==> config.mk <==
export PLATFORM = sky130hd
export DESIGN_NAME = cpc_ram512k_ctrl
export DESIGN_NICKNAME = d
export VERILOG_FILES = /design/src/rtl/cpc_ram512k_ctrl.sv
export SDC_FILE = /design/constraint.sdc
export NUM_CORES = 1
export LEC_CHECK = 0
export CAP_MARGIN = 20
export CORE_MARGIN = 10
export CORE_UTILIZATION = 41
export CTS_CLUSTER_DIAMETER = 30
export DETAILED_ROUTE_END_ITERATION = 8
export MAX_ROUTING_LAYER = met4
export PLACE_DENSITY = 0.82
export SYNTH_ARGS = -nofsm -noshare
export SYNTH_HDL_FRONTEND = slang
export SYNTH_SLANG_ARGS = --single-unit
export TNS_END_PERCENT = 5
==> constraint.sdc <==
create_clock -name CLK -period 2 [get_ports CLK]
set_input_delay 0.3 -clock CLK [delete_from_list [all_inputs] [get_ports CLK]]
set_output_delay 0.3 -clock CLK [all_outputs]
set_load 0.05 [all_outputs]
==> src/rtl/cpc_ram512k_ctrl.sv <==
// cpc_ram512k_ctrl
//   Bank controller for the 512K CPC RAM expansion (XC9572 CPLD).
//   Snoops Z80 writes to the gate-array RAM port (&7Fxx with D7:6 = 11).
//   Holds the 6-bit configuration {bank[2:0], mode[2:0]}.
//   Maps each memory cycle onto the external SRAM and tells the CPC's
//   internal RAM to yield on the cycles it claims.
//
// Ports
//   CLK, RESET_B         4 MHz bus clock, async active-low reset
//   A15, A14             Z80 address bits (port select / 16K slot)
//   D[7:0]               Z80 data bus
//   IOREQ_B .. RFSH_B    Z80 control strobes, active low
//   RAMRD_B              low when RAM (not ROM) supplies a read
//   dip0, dip1           expansion enable, 6128 host (bank 0 internal)
//   HIADR[4:0]           SRAM A18:14 = {bank, 16K block}
//   RAMCS_B/WE_B/OE_B    SRAM strobes, active low
//   RAMDIS               high disables the CPC internal RAM
//   cfg_q[5:0]           committed configuration, for probes
module cpc_ram512k_ctrl #(
   parameter int unsigned NUM_BANKS = 8
) (
   input  logic       CLK,
   input  logic       RESET_B,
   input  logic       A15,
   input  logic       A14,
   input  logic [7:0] D,
   input  logic       IOREQ_B,
   input  logic       MREQ_B,
   input  logic       RD_B,
   input  logic       WR_B,
   input  logic       M1_B,
   input  logic       RFSH_B,
   input  logic       RAMRD_B,
   input  logic       dip0,
   input  logic       dip1,
   output logic [4:0] HIADR,
   output logic       RAMCS_B,
   output logic       RAMWE_B,
   output logic       RAMOE_B,
   output logic       RAMDIS,
   output logic [5:0] cfg_q
);

   typedef enum logic [1:0] {StIdle, StCapture, StHold} state_e;

   state_e     state_q;
   logic [5:0] pend_q;
   logic       qw;

   // M1_B low with IOREQ_B low is an interrupt acknowledge, not a port write.
   assign qw = !IOREQ_B && !WR_B && !A15 && M1_B && D[7] && D[6];

   // Data is resampled while WR_B stays low, so the value committed is the one
   // present just before the strobe releases. HOLD blocks a second commit
   // within the same IO cycle.
   always_ff @(posedge CLK or negedge RESET_B) begin
      if (!RESET_B) begin
         state_q <= StIdle;
         pend_q  <= 6'd0;
         cfg_q   <= 6'd0;
      end else begin
         unique case (state_q)
            StIdle: begin
               if (qw) begin
                  pend_q  <= D[5:0];
                  state_q <= StCapture;
               end
            end
            StCapture: begin
               if (!WR_B) begin
                  pend_q <= D[5:0];
               end else begin
                  cfg_q   <= pend_q;
                  state_q <= StHold;
               end
            end
            StHold: begin
               if (IOREQ_B) state_q <= StIdle;
            end
            default: state_q <= StIdle;
         endcase
      end
   end

   logic [2:0] bank;
   logic [2:0] mode;
   logic [1:0] slot;
   logic       claim;
   logic [1:0] blk;
   logic       bank_ok;
   logic       hit;
   logic       active;

   assign bank = cfg_q[5:3];
   assign mode = cfg_q[2:0];
   assign slot = {A15, A14};

   // Mode 3 only claims slot 3 here; its slot-1 remap is done by the host.
   always_comb begin
      claim = 1'b0;
      blk   = slot;
      case (mode)
         3'd1, 3'd3: begin
            if (slot == 2'd3) begin
               claim = 1'b1;
               blk   = 2'd3;
            end
         end
         3'd2: begin
            claim = 1'b1;
            blk   = slot;
         end
         3'd4, 3'd5, 3'd6, 3'd7: begin
            if (slot == 2'd1) begin
               claim = 1'b1;
               blk   = mode[1:0];
            end
         end
         default: ;
      endcase
   end

   assign bank_ok = ({29'd0, bank} < NUM_BANKS);
   assign hit     = dip0 && claim && bank_ok && !(dip1 && (bank == 3'd0));
   assign HIADR   = hit ? {bank, blk} : {bank, slot};

   // Refresh cycles never reach the SRAM.
   assign active  = hit && !MREQ_B && RFSH_B;
   assign RAMDIS  = active;
   assign RAMCS_B = !active;
   assign RAMWE_B = !(active && !WR_B);
   assign RAMOE_B = !(active && !RD_B && !RAMRD_B);

endmodule

==> results.md <==
- Status: complete, no violations
- CTS tree: yes
- FF-to-FF path depth: 3
- Synth Area in Adders: 0%
- Worst-path clk slew: roughly 0.070 ns
- Final Slew Violations: 0
- First-pass GRT wire length: about 2600 um
- Clock latency on the worst-skew pair: 0.26 ns
- Post-synthesis xor/xnor area fraction: 0%
- Vias in the first global route: about 580
- Crit path arrival time: 1.68 ns
- WP data required: 1.70 ns
- Fraction of layout cells with a size suffix above 1: 31.5%
- Syn nets: 75
- Slowest CP cell: or4b_4
- Worst reg-to-reg setup slack: 0.67 ns
- Leak pwr: 0.510 nW
- 1st-iter DRT viols: 8
- Mux contribution to synthesized area: 19.3%
- Largest family of logic cells by synthesized area: multiplexers
- Antenna Nets Post-Route: 0
- Worst hold path class: input pin to asynchronous set/reset pin
- Most common cell after layout, fill and taps aside: clkdlybuf4s50_1
- Synth Area in Simple Gates: 12.3%
- RSZ-0062 raised after global routing: yes
- Antenna cell count: 0
- Critical R2R Launch: state_q[0]$_DFFE_PN0P_
- CTS buffer count: 3
- Fmax: 0.504 GHz
- Residual DRC: 0
- Worst setup margin: 0.0157 ns
- Cell Area, Synth: 699 sq um
- Yosys reg bits: 14
- Initial antenna violation count: 0
- Net Sw Power: 0.360 mW
- Cell Pwr Density: 848 mW/mm^2
- Port buffer count: 35
- H-tree levels: 1
- Core ar.: 0.00156 sq mm
- Min Hold Slack: about 0.40 ns
- Ports: 36
- Tot GR Track Use: 9.29%
- Peak VDD IR: 0.644 mV
- WL final: 1700 um
- Seq/Total Area, Yosys: 50.1%
- Worst Setup SP: cfg_q[3]$_DFFE_PN0P_
- Maximum clock insertion buffer count: 2
- Combinational power share: roughly 45%
- FP Rows: 14
- Clock root cell: clkbuf_4
- Finished Cell Area: 0.00114 sq mm
- Slew margin rel.: between 60% and 70%
- CP endpoint kind: output port
- Total Nets Final: around 120
- Placed cells: 103
- Mean post-synth cell area: 13.0 sq um
- Maximum fanout along the worst path: 4
- GPL Wtd Cong: roughly 0.67
- Commonest non-fill, non-tap cells in the layout: clkdlybuf4s50_1 (28), dfrtp_1 (14), mux2_2 (12)
- Int Pwr: 0.610 mW
- Starting Density: 44.9%
- Startpoint Class: register
- Critical path type: register to output port
- Clock sink count: 14
- Syn Inst Count: 54
- Clock power share: 14.7%
- Post-synth cell types: 22
- Hold buffers post-CTS: 0
- Final Power: 0.971 mW
- Area Growth Syn to Fin: 63.7%
- Layout Skew: 0.00212 ns
- Vias per cell: 5.27
- Die Area: ~0.0038 sq mm
- Pre-CTS setup slack: -0.0368 ns
- Final setup TNS: 0 ns
- Post-Route Utilization: about three quarters
- Max-cap violations: 0
- Die Span Y: 61.3 um
- FF-to-FF End: pend_q[5]$_DFFE_PN0P_
- Shortest period the worst path allows: 1.98 ns
- Final Hold Vio Count: 0
- Synth warn: 0
- Area post-placement: 0.00109 sq mm
- Post-synthesis compound-gate area fraction: 13.4%
- Setup Viol. Count Final: 0
- Worst-path cell chain: or4b_4 > o2111a_2 > o311ai_1 > buf_12
- Critical Path Max Stage Delay: roughly 0.54 ns
- Die Wd: ~60 um
- Fin cells: 108
- Slew @ Worst Pin: 0.585 ns
- Sequential share of power: 40.8%
- Wire per inst: about 16 um
- Routed via count: approximately 570
- Grt ovf: 0
- Drt pass-1 iters: 4
- Largest net degree at the start of global routing: 15
- DP HPWL: 1450 um
- Sw Share: 37.1%
- Final period utilization: 99.2%
[critical path, delay by kind of cell, from the launching register on]
family,cells,cell delay (ns)
buffers and inverters,1,0.20
DFF,1,0.38
AOI/OAI and AO/OA,2,0.30
and+or+nand+nor,1,0.54
[how the worst max path moves through the flow]
stage	end	slack [ns]	cells after the start
6_report	RAMOE_B	0.02	4
5_1_grt	RAMOE_B	-0.06	4
4_1_cts	RAMCS_B	-0.06	4
3_5_place_dp	RAMCS_B	-0.04	5
3_3_place_gp	RAMOE_B	-0.02	5
2_1_floorplan	RAMOE_B	-0.40	2
[registers in the layout, indices dropped and copies added, names as in the netlist]
signal / count
pend_q: 6
state_q: 2
cfg_q: 6
[area by class of cell]
type | count | area [sq um]
Fill cell | 116 | 414
Inverter | 3 | 11.3
Sequential cell | 14 | 350
Clock buffer | 3 | 22.5
Tap cell | 16 | 20.0
Multi-Input combinational cell | 34 | 325
Timing Repair Buffer | 38 | 415
[timing repair]
action                                  in CTS  in global routing
endpoints found under the setup margin       4                  5
buffers inserted                             2                  0
resized for setup                            5                  2
pin swaps                                    2                  0
cloned                                       0                  0
endpoints found under the hold margin        0                  0
[power by group through the flow]
stage	sequential [mW]	clock, mW	combinational [mW]
6_report	0.396	0.143	0.432
5_1_grt	0.405	0.167	0.456
2_1_floorplan	0.483	0	0.175
4_1_cts	0.396	0.154	0.437
3_3_place_gp	0.401	0	0.405
3_5_place_dp	0.404	0	0.411
[kinds of logic after synthesis]
family / after synthesis
buffers and inverters: 6
AOI/OAI and AO/OA: 9
and+or+nand+nor: 13
muxes: 12
DFF: 14
[per-layer routing]
metal | routed length [um] | track usage [%] | vias up | part of all wire (%)
li1 | - | - | 277 | -
met1 | 705 | 9.95 | 265 | 41
met2 | 819 | 14.9 | 25 | 48
met3 | 148 | 1.85 | 2 | 8.7
met4 | 27 | 6.84 | 0 | 1.6
met5 | 0 | - | - | 0
[cell usage after synthesis]
cell type | n | area share (%)
o31ai_1 | 1 | 1.1
nand2b_1 | 1 | 0.90
nand3b_1 | 1 | 1.1
nor2b_1 | 2 | 1.8
inv_1 | 3 | 1.6
o31a_1 | 2 | 2.5
o311ai_0 | 2 | 2.5
and2b_1 | 1 | 1.1
nand2_1 | 1 | 0.54
or4b_1 | 1 | 1.4
nor3b_2 | 1 | 1.8
a41oi_4 | 1 | 3.9
o21ai_0 | 1 | 0.71
o21bai_1 | 1 | 1.1
and3_1 | 1 | 0.90
dfrtp_1 | 14 | 50
buf_4 | 3 | 3.2
nand3_1 | 1 | 0.71
nor2_1 | 2 | 1.1
nor3b_1 | 1 | 1.1
mux2_2 | 12 | 19
o2111a_1 | 1 | 1.6
Power figures use the tool's default switching activity.
